<file path="src/rtl/pc_unit.sv">
// pc_unit: fetch-stage program counter.
// Holds the fetch PC and the branch-delay-slot flag for the instruction at
// that PC, and selects the next PC from exception, eret, stall, jr, jump,
// branch or sequential sources, highest priority first.
//
// Ports:
//   clk, reset     pipeline clock; asynchronous active-high reset
//   stall          freeze IF (pc and bd hold)
//   excReq         CP0 exception/interrupt redirect to the handler
//   eretD, epc     eret in ID, redirect to epc
//   pcD            PC of the instruction in ID
//   isBranchD      ID holds a conditional branch; cmpRes = taken
//   isJD, isJrD    ID holds j/jal or jr/jalr
//   imm16D         branch offset (words, signed)
//   index26D       jump index field
//   jrTargetD      forwarded rs for jr/jalr
//   pcF            fetch address
//   bdF            instruction at pcF sits in a delay slot
//   adelF          fetch address error (misaligned or out of range), combinational
module pc_unit (
    input  logic        clk,
    input  logic        reset,
    input  logic        stall,
    input  logic        excReq,
    input  logic        eretD,
    input  logic [31:0] epc,
    input  logic [31:0] pcD,
    input  logic        isBranchD,
    input  logic        cmpRes,
    input  logic        isJD,
    input  logic        isJrD,
    input  logic [15:0] imm16D,
    input  logic [25:0] index26D,
    input  logic [31:0] jrTargetD,
    output logic [31:0] pcF,
    output logic        bdF,
    output logic        adelF
);

    localparam int unsigned PC_W = 32;
    localparam logic [PC_W-1:0] RESET_PC  = 32'h0000_3000;
    localparam logic [PC_W-1:0] EXC_PC    = 32'h0000_4180;
    localparam logic [PC_W-1:0] FETCH_LO  = 32'h0000_3000;
    localparam logic [PC_W-1:0] FETCH_HI  = 32'h0000_6FFC;

    logic [PC_W-1:0] r_pc;
    logic            r_bd;

    logic [PC_W-1:0] w_pc_next;
    logic            w_bd_next;
    logic [PC_W-1:0] w_pcd_plus4;
    logic [PC_W-1:0] w_br_offset;
    logic [PC_W-1:0] w_br_target;
    logic [PC_W-1:0] w_j_target;

    // Control-transfer targets, all relative to the ID instruction.
    assign w_pcd_plus4 = pcD + PC_W'(4);
    assign w_br_offset = {{14{imm16D[15]}}, imm16D, 2'b00};
    assign w_br_target = w_pcd_plus4 + w_br_offset;
    assign w_j_target  = {w_pcd_plus4[31:28], index26D, 2'b00};

    // Next-PC select; redirects from CP0 beat stall and clear the delay-slot flag.
    always_comb begin
        w_pc_next = r_pc + PC_W'(4);
        w_bd_next = isBranchD | isJD | isJrD;
        if (excReq) begin
            w_pc_next = EXC_PC;
            w_bd_next = 1'b0;
        end else if (eretD) begin
            w_pc_next = epc;
            w_bd_next = 1'b0;
        end else if (stall) begin
            w_pc_next = r_pc;
            w_bd_next = r_bd;
        end else if (isJrD) begin
            w_pc_next = jrTargetD;
        end else if (isJD) begin
            w_pc_next = w_j_target;
        end else if (isBranchD && cmpRes) begin
            w_pc_next = w_br_target;
        end
    end

    // PC and delay-slot flag registers.
    always_ff @(posedge clk or posedge reset) begin
        if (reset) begin
            r_pc <= RESET_PC;
            r_bd <= 1'b0;
        end else begin
            r_pc <= w_pc_next;
            r_bd <= w_bd_next;
        end
    end

    assign pcF   = r_pc;
    assign bdF   = r_bd;
    // Illegal targets are fetched as-is; the fault is only flagged here.
    assign adelF = (r_pc[1:0] != 2'b00) || (r_pc < FETCH_LO) || (r_pc > FETCH_HI);

endmodule

</file>
<file path="config.mk">
export PLATFORM = sky130hd
export DESIGN_NAME = pc_unit
export DESIGN_NICKNAME = d
export VERILOG_FILES = /design/src/rtl/pc_unit.sv
export SDC_FILE = /design/constraint.sdc
export NUM_CORES = 1
export LEC_CHECK = 0
export ABC_CLOCK_PERIOD_IN_PS = 6000
export CAP_MARGIN = 20
export CORE_AREA = 2 2 106 108
export DETAILED_ROUTE_END_ITERATION = 8
export DIE_AREA = 0 0 108 110
export GPL_ROUTABILITY_DRIVEN = 0
export HOLD_SLACK_MARGIN = 0.06
export PLACE_DENSITY = 0.87
export REMOVE_ABC_BUFFERS = 1
export SETUP_SLACK_MARGIN = 0.2
export SYNTH_ARGS = -nofsm -noshare
export SYNTH_HDL_FRONTEND = slang
export SYNTH_SLANG_ARGS = --single-unit
</file>
<file path="constraint.sdc">
create_clock -name clk -period 6 [get_ports clk]
set_input_delay 0.9 -clock clk [delete_from_list [all_inputs] [get_ports clk]]
set_output_delay 0.9 -clock clk [all_outputs]
set_load 0.02 [all_outputs]
</file>
## After elaboration in Yosys (flattened, before gate mapping)

Index checks and enable logic that the tools add are counted.

- Flip-flop bits (word level): 33
- Bits in latches: 0
- Word-level logic and storage cells: 23
- Bits of input ports: 147
- Memories kept: 0
- Memory bits (writable): 0
- ROM bits: 0

- $lt $le $gt $ge: 2
- Reductions and logical operators: 4
- Divide/modulo/power cells: 0
- $mul: 0
- Shift operators: 0
- Bitwise gates (word level): 2
- Eq/ne operators: 1
- Add/subtract/negate cells: 3
- Multiplexer cells: 9

Operator list:

| operator | number |
|---|---|
| 32-bit 2-to-1 mux | 6 |
| 32-bit by 3-bit adder with 32-bit output (second input constant) | 2 |
| 32-bit adder | 1 |
| 32-bit by 15-bit > comparator with 1-bit output (second input constant) | 1 |
| 32-bit by 14-bit < comparator with 1-bit output (second input constant) | 1 |
| 1-bit 2-to-1 mux | 3 |
| 3-bit by 1-bit inequality test with 1-bit output (second input constant) | 1 |
| 1-bit logical OR | 2 |
| 1-bit OR | 2 |
| 2-bit nonzero test | 1 |
| 1-bit logical AND | 1 |

## Depth between registers and ports, before layout

Gate-level depths: netlist (run 1).

- Depth after elaboration: 8
- Mapped depth: 17

## Worst setup path after synthesis (run 1)

No wires, ideal clock.

- Kind: input to register
- Start: input pcD[2]
- End: register r_pc[28], in the netlist pcF[28]
- Data arrival time: 3.605 ns
- Data required time: 5.871 ns
- Stages: 15
- Library setup time: 0.129 ns
- Slack: 2.266 ns
- Cell sequence: ha_1 nand3_1 nor3_1 and2_1 nand2_1 xnor2_1 ha_1 nand2_1 or4_1 a21o_1 a31oi_1 o211ai_1 a21oi_1 or3_1 nand3_1

- Longest elaborated chain between the ends: 8

Ends and longest elaborated chain:

| element | RTL line | RTL |
|---|---|---|
| start: declaration | 27 | `input logic [31:0] pcD,` |
| 32-bit by 3-bit adder with 32-bit output * | 57 | `assign w_pcd_plus4 = pcD + PC_W'(4);` |
| 32-bit adder | 59 | `assign w_br_target = w_pcd_plus4 + w_br_offset;` |
| 32-bit 2-to-1 mux | 79 | `end else if (isBranchD && cmpRes) begin` |
| 32-bit 2-to-1 mux * | 77 | `end else if (isJD) begin` |
| 32-bit 2-to-1 mux * | 75 | `end else if (isJrD) begin` |
| 32-bit 2-to-1 mux * | 72 | `end else if (stall) begin` |
| 32-bit 2-to-1 mux * | 69 | `end else if (eretD) begin` |
| 32-bit 2-to-1 mux * | 66 | `if (excReq) begin` |
| end signal: assignment | 90 | `r_pc <= w_pc_next;` |
| end: declaration | 46 | `logic [PC_W-1:0] r_pc;` |

Every way passes the cells marked *; elsewhere a longest branch is shown, timed or not. The select of a mux whose other input is x is not followed.
A chain may end at the register's enable or synchronous reset.

## Worst setup path after layout (run 1)

- Start: input pcD[2]
- End: register r_pc[25], in the netlist pcF[25]

- Longest elaborated chain between the ends: 8

Ends and longest elaborated chain:

| element | RTL line |
|---|---|
| 32-bit by 3-bit adder with 32-bit output | 57 |
| 32-bit adder | 59 |
| 32-bit 2-to-1 mux | 79 |
| 32-bit 2-to-1 mux | 77 |
| 32-bit 2-to-1 mux | 75 |
| 32-bit 2-to-1 mux | 72 |
| 32-bit 2-to-1 mux | 69 |
| 32-bit 2-to-1 mux | 66 |

No other way between the ends. The select of a mux whose other input is x is not followed.

==> results of run 1 <==
-- how the worst min path moves through the flow --
stage            from  endpoint  slack [ns]  cells past startpoint
6_report          bdF       bdF        0.57                      2
3_5_place_dp      bdF       bdF        0.56                      2
5_1_grt           bdF       bdF        0.62                      2
3_3_place_gp      bdF       bdF        0.55                      2
2_1_floorplan  pcF[1]    pcF[1]        0.65                      2
4_1_cts           bdF       bdF        0.57                      2
-- where the power goes --
group	switching, mW	internal, mW	leakage, nW
combinational	0.280	0.252	2.48
clock	0.0934	0.0802	0.0439
sequential	0.0332	0.240	0.417
-- worst max-delay path: cells and delay by family --
family / cells / cell delay, ns
AO/OA/AOI/OAI: 4 / 0.89
XOR/XNOR: 1 / 0.13
adder cells (fa/ha/maj): 2 / 0.64
buffers and inverters: 1 / 0.56
AND/OR/NAND/NOR: 8 / 1.81
-- sequential cells by signal, summed over array words and instances, names as in the netlist --
signal / count
bdF: 1
pcF: 32
-- kinds of logic (layout without fill, tap and decap cells) --
logic type / count (synthesis) / in the layout / synth area share [%]
AO/OA/AOI/OAI: 239 / 239 / 31.3
buffers and inverters: 61 / 219 / 4.35
adder cells (fa/ha/maj): 37 / 37 / 8.83
multiplexers: 5 / 5 / 0.940
XOR/XNOR: 69 / 69 / 11.3
flip-flops: 33 / 33 / 15.6
AND/OR/NAND/NOR: 278 / 278 / 27.7
-- synth_stat cells (3+ instances only) --
| master | instances | share of area, % |
|---|---|---|
| nor2_1 | 68 | 4.8 |
| nand2_1 | 65 | 4.6 |
| a21oi_1 | 55 | 5.2 |
| ha_1 | 36 | 8.5 |
| o21ai_0 | 36 | 3.4 |
| xnor2_1 | 36 | 5.9 |
| clkbuf_1 | 33 | 2.3 |
| xor2_1 | 33 | 5.4 |
| nand3_1 | 32 | 3.0 |
| dfrtp_1 | 31 | 15 |
| a21o_1 | 26 | 3.7 |
| inv_1 | 21 | 1.5 |
| nor3_1 | 21 | 2.0 |
| and3_1 | 18 | 2.1 |
| a221oi_1 | 16 | 2.6 |
| a211oi_1 | 15 | 2.1 |
| nand4_1 | 15 | 1.8 |
| a31oi_1 | 12 | 1.4 |
| o211ai_1 | 9 | 1.3 |
| o21a_1 | 8 | 1.1 |
| and4_1 | 7 | 1.2 |
| nor4_1 | 7 | 0.82 |
| nor2b_1 | 6 | 0.70 |
| or3_1 | 6 | 0.70 |
| a221o_1 | 5 | 0.94 |
| a311oi_1 | 5 | 0.82 |
| and2_1 | 5 | 0.59 |
| mux2i_1 | 5 | 0.94 |
| nand2b_1 | 5 | 0.59 |
| a22oi_1 | 4 | 0.56 |
| buf_1 | 4 | 0.28 |
| o21ai_1 | 4 | 0.38 |
| o22ai_1 | 4 | 0.47 |
| o311a_1 | 4 | 0.75 |
| a2111oi_0 | 3 | 0.49 |
| nand3_2 | 3 | 0.56 |
| o2111ai_1 | 3 | 0.49 |
-- metal layers --
layer	share of wire [%]	wire length, um	track usage [%]	vias up
li1	-	-	-	3036
met1	39	7470	41.1	2975
met2	46	8990	54.1	435
met3	12	2290	6.00	54
met4	3.1	601	11.0	0
met5	0	0	0	-
-- layout make-up --
| class | instances | area (sq um) |
|---|---|---|
| multi-input combinational | 628 | 4270 |
| fill | 914 | 3390 |
| timing repair buffer | 189 | 1870 |
| sequential | 33 | 828 |
| tap | 140 | 175 |
| inverter | 22 | 82.6 |
| clock buffer | 5 | 68.8 |
| clock inverter | 3 | 17.5 |
==> results.ini, run 1 <==
[sta]
worst_pin_slew_ns = 0.953
relSlewSlack_pct = 36.3
fin_crit_ns = 4.72
drv_slew = 0
finalHoldViolations = 0
setup_viol = 0
fin_crit_sh_pct = 78.7
final.setup.tns_ns = 0
skew_ns = 0.0109
fmax_ghz = 0.212
holdWs_ns = 0.573
rsz0062_at_grt = no
layout_setup_ws_ns = 1.28

[synth]
syn_area_per_cell_sq_um = 7.38
synthFlopType = dfrtp_1
synth_cells = 722
yosys_warnings = 0
yosysSeqAreaShare_pct = 15.6
synth_area_sq_mm = 0.00533
synth-edff-count = 0
synth-seq-cells = 33
ys_types = 78
synthArstFlopShare_pct = 100

[grt]
grt_remaining_overflow = 0
grt_max_degree = 36
grt_pass1_vias = 6036
grt.total_usage_pct = 32.0
grt_pass1_wl_um = 30300
antenna_found_initial = 0

[critical_path]
cp_max_fo = 7
path_class = input pin to flop
worst_path_max_delay_cell = clkdlybuf4s50_1
slowest_delay_ns = 0.56
startpoint_type = input pin
required_ns = 6.22
arrival_ns = 4.94
crit_end = pcF[25]
endpoint_kind = flop
startpoint = pcD[2]
r2r-end = pcF[24]
cp_cell_sequence = clkdlybuf4s50_1 > ha_1 > nand3_1 > nor3_1 > and2_1 > nand2_1 > xnor2_1 > ha_1 > nand2_1 > o21bai_1 > nor2_1 > a311oi_1 > or2_1 > a2111oi_0 > or3_1 > o21ai_1
regToRegSetupSlack_ns = 3.36
rr_startpoint = pcF[12]
ff2ff_path_depth = 8

[cells_and_area]
final_util_pct = 68.3
layout.nets = 1063
drive_above_1_share_pct = 4.89
layout_commonest_cell = clkdlybuf4s50_1
stdcell_count = 1020
design_area_sq_mm = 0.00731
final_cell_mix = 180 x clkdlybuf4s50_1, 68 x nor2_1, 65 x nand2_1
area_growth_pct = 37.2
num_antenna_cells = 0

[clock_tree]
clkSinkCount = 33
cts_hold_buf = 0
cts_buffer_depth = 2
clk_pin_slew_ns = 0.08
root_buffer = clkbuf_8
post-cts-setup-buffers = 0
cts_tree = done
htree_num_levels = 2
cts_resized = 0
numCtsBuffers = 5
clkLatencyLatePin_ns = 0.30

[placed_design]
port_buffers = 180
dp_slack_ns = 1.09
dp_cells = 1012
dp_hpwl_um = 15000
post_dp_cell_area_sq_mm = 0.00722

[die]
design.core.area_sq_mm = 0.0107
fp.dieH_um = 110
die_w_um = 108
rows = 38
io_pins = 181
initial_core_util_pct = 49.8
die_area_sq_mm = 0.0119

[job]
drv_cap = 0

[power_and_ir_drop]
power_density_mw_per_mm2 = 134
leakage_nw = 2.94
power_mw = 0.978
vdd_drop_max_mv = 0.0765

[drt]
wl_um = 19300
detail_route.wl_per_cell_um = 19.0
routed_via_density = 6.37
first_pass_iters = 8
drtIter0Drc = 550
ant_nets = 0
post-route-drc-count = 0
vias = 6500

[run_status]
status = complete, no violations

[hold_path]
hp-class = flop to flop

Note: power is estimated with default switching activity, not from simulation.
==> inputs of run 2 (changes only) <==
ABC_CLOCK_PERIOD_IN_PS = 3800   (was 6000)
CORE_AREA = 2 2 115 117   (was 2 2 106 108)
DIE_AREA = 0 0 117 119   (was 0 0 108 110)
PLACE_DENSITY = 0.79   (was 0.87)
clock period = 3.8 ns   (was 6 ns; I/O delays follow)
==> run 2 against run 1 <==
Net effect:
- clock skew shrank 0.0067 ns
- critical path type unchanged
- power grew 90%
- sequential cell count is the same
- first-iteration DRC count grew 31%
- sequential share of layout area shrank 1.7 points
- register-to-register slack lost 2.1 ns
- die area grew 17%
- critical path depth grew 3
==> results.ini, run 2 (synthesis gave the netlist of run 1 again) <==
[run_status]
status = complete, no violations

[sta]
fin_crit_ns = 3.55
final.setup.tns_ns = 0  ; unchanged
setup_viol = 0  ; unchanged
drv_slew = 0  ; unchanged
finalHoldViolations = 0  ; unchanged
relSlewSlack_pct = 61.9  ; +26 points
worst_pin_slew_ns = 0.571  ; -0.382 ns
skew_ns = 0.00424  ; -0.00668 ns
rsz0062_at_grt = no
fin_crit_sh_pct = 93.5
fmax_ghz = 0.281

[placed_design]
dp_hpwl_um = 16000  ; +7.0%
port_buffers = 180  ; unchanged
post_dp_cell_area_sq_mm = 0.00810  ; +12%

[grt]
grt_pass1_vias = 6503  ; +7.7%
grt_remaining_overflow = 0  ; unchanged
grt.total_usage_pct = 28.7  ; -3.3 points
antenna_found_initial = 0  ; unchanged
grt_max_degree = 35  ; -2.8%
grt_pass1_wl_um = 32200  ; +6.2%

[cells_and_area]
area_growth_pct = 61.5
final_cell_mix = 166 x clkdlybuf4s50_1, 126 x buf_4, 63 x nor2_1
layout_commonest_cell = clkdlybuf4s50_1
layout.nets = 1181  ; +11%
drive_above_1_share_pct = 21.0  ; +16 points
design_area_sq_mm = 0.00860  ; +18%
num_antenna_cells = 0  ; unchanged
largest_reg_flops = 32  ; unchanged

[clock_tree]
clkLatencyLatePin_ns = 0.28  ; -0.02 ns
clk_pin_slew_ns = 0.05  ; -0.03 ns
root_buffer = clkbuf_16
cts_buffer_depth = 2  ; unchanged
numCtsBuffers = 5  ; unchanged
cts_tree = done
cts_hold_buf = 0  ; unchanged
clkSinkCount = 33  ; unchanged
htree_num_levels = 2  ; unchanged

[die]
fp.dieH_um = 119  ; +8.2%
io_pins = 181  ; unchanged
rows = 42  ; +11%
design.core.area_sq_mm = 0.0129  ; +20%
die_area_sq_mm = 0.0139  ; +17%
die_w_um = 117  ; +8.3%
initial_core_util_pct = 41.4  ; -8.4 points

[critical_path]
path_class = input pin to flop
cp_max_fo = 5  ; -2
path_common_cell = buf_4
slowest_delay_ns = 0.32  ; -0.24 ns
startpoint_type = input pin
cp_cell_sequence = clkbuf_2 > ha_2 > nand3_1 > nor3_2 > buf_4 > buf_4 > nand3_1 > xnor2_1 > ha_1 > buf_4 > a21oi_2 > nand2_1 > o22ai_4 > a311oi_2 > or2_4 > buf_4 > xor2_2 > a21oi_2 > a2111oi_2
worst_path_max_delay_cell = ha_1
regToRegSetupSlack_ns = 1.22  ; -2.14 ns
arrival_ns = 3.72  ; -1.22 ns
endpoint_kind = flop
required_ns = 3.97  ; -2.25 ns

[drt]
post-route-drc-count = 0  ; unchanged
vias = 6952  ; +7.0%
wl_um = 21600  ; +12%
detail_route.wl_per_cell_um = 18.4  ; -3.0%
first_pass_iters = 6  ; -2
ant_nets = 0  ; unchanged
routed_via_density = 5.93  ; -7.0%
drtIter0Drc = 722  ; +31%

[power_and_ir_drop]
vdd_drop_max_mv = 0.148  ; +93%
power_density_mw_per_mm2 = 216  ; +61%
leakage_nw = 3.64  ; +24%

[job]
drv_cap = 0  ; unchanged

[hold_path]
hp-class = flop to flop

## run 2: worst max-delay path: cells and delay by family
family	cells	cell delay, ns
and+or+nand+nor	5	0.82
AOI/OAI and AO/OA	5	0.79
buffers and inverters	5	0.70
xor gates and xnor gates	2	0.32
adders and majority gates	2	0.52
## run 2: worst paths after layout
kind,start,cells past startpoint,end
max,pcD[2],19,pcF[23]
max in group asynchronous,reset,3,pcF[12]
min reg2reg,bdF,2,bdF
min in group asynchronous,reset,3,pcF[3]
min,bdF,2,bdF
max reg2reg,pcF[12],8,pcF[25]
## run 2: timing repair
| action | CTS | global route |
|---|---|---|
| setup buffers | 6 | 1 |
| resized for setup | 32 | 52 |
| endpoints found under the hold margin | 0 | 0 |
| setup endpoints to repair | 18 | 16 |
| pin swaps | 16 | 26 |
## run 2: layout make-up
class                   count  area (sq um)
multi-input cells         628          4570
fillers                  1073          4270
repair buffers            307          2760
flip-flops and latches     33           828
well taps                 176           220
clock buffers               7           143
inverters                  22          82.6
## run 2: power by group
group          switching, mW  internal, mW
Combinational          0.503         0.515
Clock                  0.146         0.257
Sequential            0.0547         0.380
## run 2: stage by stage
stage | cells | setup slack (ns) | util, % | hold WS (ns) | power, mW
CTS | 1172 | 0.206 | 65.3 | 0.561 | 1.79
global placement | 1159 | -0.299 | 62.9 | 0.542 | 1.35
finish | 1173 | 0.247 | 66.8 | 0.563 | 1.86
detailed placement | 1159 | -0.451 | 62.9 | 0.551 | 1.37
global route | 1173 | 0.0892 | 66.8 | 0.585 | 1.94
floorplan | 683 | 0.399 | - | 0.609 | 0.862
## run 2: layer usage
metal | vias up | share of wire [%] | track usage [%]
met5 | - | 0 | 0
met4 | 0 | 4.5 | 10.1
met3 | 85 | 8.9 | 3.21
met2 | 430 | 47 | 47.7
met1 | 3165 | 40 | 38.2
li1 | 3272 | - | -
==> inputs of run 3 (changes only) <==
PLACE_DENSITY = 0.75   (was 0.79)
==> run 3 against run 2 <==
Net effect:
- count of clock-buffer cells in the layout unchanged
- via count fell by 1.8%
- power fell by 0.95%
- wire length is 5.1% lower
- worst setup slack gained 0.025 ns
- non-clock buffer count decreased by 5
- fmax is 0.71% higher
- final cell count is 0.43% lower
- critical endpoint is now pcF[25]
- die area unchanged
- sequential cell count stayed put
- clock skew increased by 0.00075 ns
==> results.ini, run 3 (synthesis gave the netlist of run 1 again) <==
[critical_path]
endpoint_kind = flop
required_ns = 4.00  ; +0.03 ns
ff2ff_path_depth = 8  ; unchanged
arrival_ns = 3.73  ; about the same
cp_max_fo = 3  ; -2
regToRegSetupSlack_ns = 1.25  ; +0.03 ns
crit_end = pcF[25]
startpoint_type = input pin
rr_startpoint = pcF[12]
r2r-end = pcF[25]
path_class = input pin to flop
startpoint = pcD[13]

[sta]
finalHoldViolations = 0  ; unchanged
worst_pin_slew_ns = 0.729  ; +0.159 ns
relSlewSlack_pct = 51.2  ; -11 points
rsz0062_at_grt = yes
holdWs_ns = 0.566  ; +0.00212 ns
fmax_ghz = 0.283  ; +0.71%
fin_crit_ns = 3.53  ; -0.0250 ns
setup_viol = 0  ; unchanged
skew_ns = 0.00499  ; +0.000747 ns
drv_slew = 0  ; unchanged
fin_crit_sh_pct = 92.8  ; -0.66 points

[clock_tree]
clkSinkCount = 33  ; unchanged
clkLatencyLatePin_ns = 0.28  ; about the same
numCtsBuffers = 5  ; unchanged
cts_hold_buf = 0  ; unchanged
htree_num_levels = 2  ; unchanged
cts_tree = done
clk_pin_slew_ns = 0.05  ; about the same
cts_buffer_depth = 2  ; unchanged
root_buffer = clkbuf_16

[job]
drv_cap = 0  ; unchanged

[power_and_ir_drop]
leakage_nw = 3.60  ; -1.1%
power_density_mw_per_mm2 = 216  ; about the same
vdd_drop_max_mv = 0.145  ; -2.0%
power_mw = 1.84  ; -0.95%

[die]
initial_core_util_pct = 41.4  ; unchanged
die_area_sq_mm = 0.0139  ; unchanged
rows = 42  ; unchanged
die_w_um = 117  ; unchanged
fp.dieH_um = 119  ; unchanged
io_pins = 181  ; unchanged
design.core.area_sq_mm = 0.0129  ; unchanged

[drt]
detail_route.wl_per_cell_um = 17.5  ; -4.6%
drtIter0Drc = 613  ; -15%
routed_via_density = 5.84  ; -1.4%
post-route-drc-count = 0  ; unchanged
ant_nets = 0  ; unchanged
wl_um = 20500  ; -5.1%
first_pass_iters = 5  ; -1
vias = 6825  ; -1.8%

[grt]
grt_pass1_wl_um = 31800  ; -1.3%
grt_pass1_vias = 6503  ; unchanged
grt.total_usage_pct = 28.3  ; -0.34 points
grt_max_degree = 43  ; +23%
grt_remaining_overflow = 0  ; unchanged
antenna_found_initial = 0  ; unchanged

[hold_path]
min-delay-start = bdF
hp-class = flop to flop

[cells_and_area]
largest_reg_flops = 32  ; unchanged
drive_above_1_share_pct = 20.6  ; -0.40 points
area_growth_pct = 59.9
layout_commonest_cell = clkdlybuf4s50_1
num_antenna_cells = 0  ; unchanged
n_fill_cell = 1065  ; -0.75%
design_area_sq_mm = 0.00852  ; -0.97%
layout.nets = 1176  ; -0.42%
final_cell_mix = 169 x clkdlybuf4s50_1, 121 x buf_4, 65 x nor2_1

[placed_design]
port_buffers = 180  ; unchanged
post_dp_cell_area_sq_mm = 0.00808  ; -0.28%
dp_hpwl_um = 15800  ; -1.1%

[run_status]
status = complete, no violations

run 3: changes by cell type in the layout (fill, tap and decap cells not counted), moves of 2 or more:
cell             previous run  this run
o21ai_2                     3         1
buf_4                     126       121
dlymetal6s2s_1              6         3
a211oi_1                   14        12
nor3_2                      4         6
nor3_1                     19        17
clkdlybuf4s50_1           166       169
a211oi_2                    2         4
nor2_1                     63        65
run 3: worst min path at each step:
stage	end	slack, ns	cells past startpoint
final	bdF	0.57	2
after floorplan	pcF[12]	0.61	1
after detailed placement	bdF	0.55	2
after CTS	bdF	0.56	2
after global routing	bdF	0.59	2
after global placement	bdF	0.54	2
run 3: worst max-delay path, stage by stage:
cell	delay, ns
clkdlybuf4s50_1	0.47
and3_4	0.19
and3_4	0.20
and2_4	0.15
nand2_1	0.06
xnor2_1	0.12
ha_1	0.33
a21o_1	0.22
o21bai_4	0.20
nor2_4	0.12
a311oi_2	0.12
or2_4	0.30
and4_1	0.18
or3_1	0.36
o21ai_1	0.13
run 3: layout make-up:
cell class	count	area, sq um	share of cell area, %
multi-input cells	628	4540	53.3
clock buffers	7	143	1.67
flip-flops and latches	33	828	9.73
repair buffers	302	2710	31.8
well taps	176	220	2.59
inverters	22	82.6	0.970
run 3: timing repair:
action                     4_1_cts  5_1_grt
buffers inserted                 1        4
resized for setup               32       45
setup endpoints to repair       18       16
pin swaps                       16       28
run 3: power by group:
group          leakage [nW]  switching [mW]  internal, mW
Combinational          3.12           0.488         0.514
Sequential            0.417          0.0536         0.380
Clock                0.0700           0.147         0.257
Total                  3.60           0.688          1.15
run 3: through the flow:
stage | std cells | TNS [ns] | setup slack (ns) | util (%)
after floorplan | 683 | 0 | 0.399 | -
after global placement | 1156 | -3.67 | -0.320 | 62.7
after detailed placement | 1156 | -5.25 | -0.431 | 62.7
after CTS | 1164 | 0 | 0.202 | 64.6
after global routing | 1168 | 0 | 0.159 | 66.2
final | 1168 | 0 | 0.272 | 66.2
run 3: metal layers:
metal	up-vias	GRT usage, %	share of wire (%)
met5	-	0	0
met4	0	10.7	3.4
met3	58	4.07	7.8
met2	314	47.3	47
met1	3178	36.7	42
li1	3275	-	-
==> RTL change 1 (config.mk and constraints of run 1) <==
Add an input register stage for `jrTargetD`; this delays it by one clock. The other inputs are not delayed to match.
--- a/src/rtl/pc_unit.sv
+++ b/src/rtl/pc_unit.sv
@@ -43,6 +43,12 @@
     localparam logic [PC_W-1:0] FETCH_LO  = 32'h0000_3000;
     localparam logic [PC_W-1:0] FETCH_HI  = 32'h0000_6FFC;
 
+    logic [31:0] jrTargetD_q;
+
+    always_ff @(posedge clk) begin
+        jrTargetD_q <= jrTargetD;
+    end
+
     logic [PC_W-1:0] r_pc;
     logic            r_bd;
 
@@ -73,7 +79,7 @@
             w_pc_next = r_pc;
             w_bd_next = r_bd;
         end else if (isJrD) begin
-            w_pc_next = jrTargetD;
+            w_pc_next = jrTargetD_q;
         end else if (isJD) begin
             w_pc_next = w_j_target;
         end else if (isBranchD && cmpRes) begin
Behaviour: not the same (Yosys sat finds a counterexample within 4 cycles, from zero or initial values and one cycle with reset high).
==> RTL change 1 against run 1 <==
- design area is 8.6% higher
- via count is 4.2% higher
- sequential cell count is 32 higher
- area after synthesis is 10% higher
- final cell count is 4.7% higher
- worst setup slack worse by 0.23 ns
- power is 42% higher
- wire length is 8.0% higher
==> RTL change 1: results (changes against run 1) <==
Synth Flop Type dfxtp_1 (was dfrtp_1); Synth top cells by count nand2_1 (73), a21oi_1 (68), nor2_1 (68) (was nor2_1 (68), nand2_1 (65), a21oi_1 (55)); multiplexer share of the synthesized area 0.01194 (was 0.009398); wire per inst 19.57 um (was 18.97 um); placed insts 1,052 (was 1,012); DP HPWL 15.69 mm (was 14.97 mm); vias in the first global route 6,550 (was 6,036); global-route wire length before repair 32.62 mm (was 30.29 mm); P_leak 3.141 nW (was 2.943 nW); port buffer count 180 (unchanged); H-Tree Depth 3 (was 2); Max-slew headroom 0.3105 (was 0.3634); Worst R2R Start pcF[2]$_DFFE_PP0P_ (was pcF[12]$_DFFE_PP1P_); DRT Pass-1 Iters 5 (was 8); CP Launch Point pcD[2] (unchanged); Synth Area in Compound Gates 0.2677 (was 0.3132); Synth area leaders dfrtp_1 (13%), dfxtp_1 (11%), ha_1 (7.7%) (was dfrtp_1 (15%), ha_1 (8.5%), xnor2_1 (5.9%)); CTS root buf clkbuf_8 (unchanged); initial antenna violation count 0 (unchanged); largest net degree at the start of global routing 59 (was 36); crit path DAT 5.17 ns (was 4.94 ns); CTS resizes 0 (unchanged); status finished clean (unchanged); Initial DRC Count 521 (was 550); largest family of logic cells by synthesized area compound AO/OA/AOI/OAI gates (unchanged); Max clock buf depth 2 (unchanged); Final Skew 0.01000 ns (was 0.01092 ns); GRT Overall Usage 0.3507 (was 0.3199); yosys warns 0 (unchanged); post-synthesis sequential area ratio 0.2503 (was 0.1555); placed cell area 7741 um2 (was 7221 um2); HP Class flip-flop to flip-flop (unchanged); # Post-CTS Setup Buffers 0 (unchanged); maximum vdd drop 112.3 uV (was 76.48 uV); Post-Synth Adder-Cell Area 0.08015 (was 0.08835); post-synth cell types 72 (was 78); number of diodes 0 (unchanged); Setup crit end pcF[27]$_DFFE_PP0P_ (was pcF[25]$_DFFE_PP0P_); Post-Synth XOR/XNOR Area 0.1104 (was 0.1135); dpl ws 0.6708 ns (was 1.089 ns); Worst Path Max Fanout 7 (unchanged); routed wire length 20.90 mm (was 19.35 mm); fin crit share 0.8257 (was 0.7872); worst skew pair latency 0.37 ns (was 0.30 ns); Crit Reg-Reg Endpoint pcF[20]$_DFFE_PP0P_ (was pcF[24]$_DFFE_PP0P_); r2r setup slk 3.20 ns (was 3.36 ns); cts bufs inserted 9 (was 5); syn avg cell area 7.723 um2 (was 7.375 um2); reg2reg path depth 9 (was 8); share of cells above drive strength 1 0.03987 (was 0.04886); Vias 6,772 (was 6,500); clk slew on worst S/H paths roughly 0.070 ns; fraction of registers with async set/reset 0.5077 (was 1.000)
## RTL change 1: worst min path at each step
stage	from	to	slack (ns)	cells past startpoint
2_1_floorplan	jrTargetD_q[10]$_DFF_P_	pcF[10]$_DFFE_PP0P_	0.43	2
3_3_place_gp	jrTargetD_q[10]$_DFF_P_	pcF[10]$_DFFE_PP0P_	0.44	2
3_5_place_dp	jrTargetD_q[10]$_DFF_P_	pcF[10]$_DFFE_PP0P_	0.46	2
4_1_cts	jrTargetD_q[10]$_DFF_P_	pcF[10]$_DFFE_PP0P_	0.47	2
5_1_grt	jrTargetD_q[10]$_DFF_P_	pcF[10]$_DFFE_PP0P_	0.48	2
6_report	jrTargetD_q[10]$_DFF_P_	pcF[10]$_DFFE_PP0P_	0.47	2
## RTL change 1: final cells by class
type,count,area (um2)
Multi-Input combinational cell,627,4124
Clock buffer,14,182.7
Timing Repair Buffer,187,1849
Sequential cell,65,1469
Tap cell,140,175.2
Fill cell,804,2764
Inverter,33,123.9
Clock inverter,2,10.01
## RTL change 1: critical path, stage by stage
cell and delay [ns]:
clkdlybuf4s50_1 0.57, ha_1 0.22, nand3_1 0.15, nor3_1 0.41
nand3_1 0.15, xnor2_1 0.15, ha_1 0.40, nand4_1 0.14
or4_1 0.48, a2bb2oi_1 0.20, a2111oi_4 0.46, o221ai_2 0.21
xnor2_1 0.16, a2111oi_0 0.41, o22ai_1 0.15
## RTL change 1: routing by layer
metal,GRT usage,up-vias,share of wire
li1,-,3147,-
met4,0.1603,0,0.035
met5,0,-,0
met2,0.5912,428,0.47
met1,0.4337,3128,0.39
met3,0.07113,69,0.10
## RTL change 1: power breakdown
group / total (mW) / switching [mW] / internal [mW]
logic: 0.527 / 0.278 / 0.249
clock network: 0.365 / 0.171 / 0.194
registers: 0.497 / 0.0338 / 0.463
==> RTL change 2 (settings of run 1) <==
Made on the original files. Make the reset (`reset`) synchronous in one clocked block. Comments in the files are not updated.
--- a/src/rtl/pc_unit.sv
+++ b/src/rtl/pc_unit.sv
@@ -82,7 +82,7 @@
     end
 
     // PC and delay-slot flag registers.
-    always_ff @(posedge clk or posedge reset) begin
+    always_ff @(posedge clk) begin
         if (reset) begin
             r_pc <= RESET_PC;
             r_bd <= 1'b0;
Behaviour: differs if reset is asserted again (counterexample within 4 cycles, from zero or initial values and one cycle with reset high); with reset held inactive, the same outputs for 4 cycles.
==> RTL change 2 against run 1 <==
- via count is 3.4% lower
- wire length is 2.8% lower
- core utilization is 2.2 points lower
- power is 6.5% lower
- sequential power is 8.1% lower
- sequential cell count stayed put
- die area stayed put
- global-route usage is 0.93 points lower
- worst setup slack better by 0.20 ns
- count of clock-buffer cells in the layout is 2 higher
- non-clock buffer count stayed put
- design area is 3.3% lower
- area after synthesis is 4.9% lower
- clock skew is 0.0071 ns lower
- critical path type unchanged
- largest power group unchanged
- highest routed layer unchanged
==> RTL change 2: results (changes against run 1) <==
maximum vdd drop 76.94 uV (was 76.48 uV); Worst Tran Pin Value 1.004 ns (was 0.9527 ns); Crit Reg-Reg Endpoint pcF[26]$_SDFFE_PP0P_ (was pcF[24]$_DFFE_PP0P_); internal cell power 0.5566 mW (was 0.5717 mW); met2 Usage GRT 0.5265 (was 0.5409); P_leak 2.705 nW (was 2.943 nW); Initial DRC Count 477 (was 550); fraction of registers with async set/reset 0 (was 1.000); DP HPWL 14.62 mm (was 14.97 mm); CP peak stage delay 0.52 ns (was 0.56 ns); layout net count 1,060 (was 1,063); initial antenna violation count 1 (was 0); delay-heaviest family, CP compound AO/OA/AOI/OAI gates (was simple AND/OR/NAND/NOR gates); Worst Path Max Fanout 6 (was 7); Synth area leaders dfxtp_1 (13%), xnor2_1 (9.0%), ha_1 (8.2%) (was dfrtp_1 (15%), ha_1 (8.5%), xnor2_1 (5.9%)); Setup crit end pcF[23]$_SDFFE_PP0P_ (was pcF[25]$_DFFE_PP0P_); DRT Pass-1 Iters 5 (was 8); global-route wire length before repair 29.11 mm (was 30.29 mm); routed wl met3 1.922 mm (was 2.290 mm); H-Tree Depth 2 (unchanged); Comb pwr share 0.530 (was 0.543); worst hold path endpoint bdF$_SDFFE_PP0N_ (was bdF$_DFFE_PP0P_); met3 Usage GRT 0.05409 (was 0.05996); Design Area, Final 7068 um2 (was 7307 um2); worst skew pair latency 0.29 ns; Synth top cells by count nand2_1 (78), nor2_1 (71), a21oi_1 (57) (was nor2_1 (68), nand2_1 (65), a21oi_1 (55)); sequential logic power 0.251 mW (was 0.273 mW); Tot Pwr 0.9142 mW (was 0.9782 mW); reg2reg path depth 9 (was 8); cts bufs inserted 5 (unchanged); M1 WL 7.510 mm (was 7.465 mm); Synth Instances 712 (was 722); Worst R2R Start pcF[2]$_SDFFE_PP0P_ (was pcF[12]$_DFFE_PP1P_); GRT Overall Usage 0.3106 (was 0.3199); CP Launch Point pcD[4] (was pcD[2]); placed cell area 6982 um2 (was 7221 um2); share of cells above drive strength 1 0.05006 (was 0.04886); WHS Path Cells 2 (unchanged); Vias 6,280 (was 6,500); vias in the first global route 5,935 (was 6,036); hold_ws 0.5598 ns (was 0.5735 ns); routed wl met2 8.687 mm (was 8.991 mm); crit path DAT 4.69 ns (was 4.94 ns); status finished clean (unchanged); min-delay src bdF$_SDFFE_PP0N_ (was bdF$_DFFE_PP0P_); fin crit share 0.7540 (was 0.7872); Syn-to-layout area delta 39.58% (was 37.22%); dpl ws 1.217 ns (was 1.089 ns); M1 GR Usage 0.3875 (was 0.4109); r2r setup slk 3.32 ns (was 3.36 ns); wire per inst 18.45 um (was 18.97 um); largest net degree at the start of global routing 52 (was 36); FILL cells 982 (was 914); post-synthesis sequential area ratio 0.1305 (was 0.1555); Final Skew 0.003816 ns (was 0.01092 ns); post-synth cell types 79 (was 78)
==> RTL change 2: changes by cell type in the layout (fill, tap and decap cells not counted), sizes merged, moves of 5 or more <==
cell / run 1 / this run
dfxtp: 0 / 33
dfrtp: 31 / 0
o21ai: 41 / 58
xnor2: 36 / 53
xor2: 33 / 18
a21o: 26 / 12
a221oi: 16 / 3
nand2: 65 / 78
o211ai: 10 / 16
a31oi: 12 / 7
nor2b: 6 / 1
o22ai: 4 / 9
==> RTL change 2: cell type report <==
type,count,area share
clock buffer,7,0.01221
inverter,25,0.01328
multi-input combinational,625,0.5925
sequential,33,0.09347
tap,140,0.02478
timing repair buffer,189,0.2638
==> RTL change 2: cells by family (layout without fill, tap and decap cells) <==
kind of cell / Yosys count / after routing / synth area share
flops: 33 / 33 / 0.1305
buf+inv: 54 / 221 / 0.04250
compound gates: 244 / 244 / 0.3272
mux: 5 / 5 / 0.009884
xor+xnor: 71 / 71 / 0.1265
fa+ha+maj: 34 / 34 / 0.08550
simple gates: 271 / 271 / 0.2780
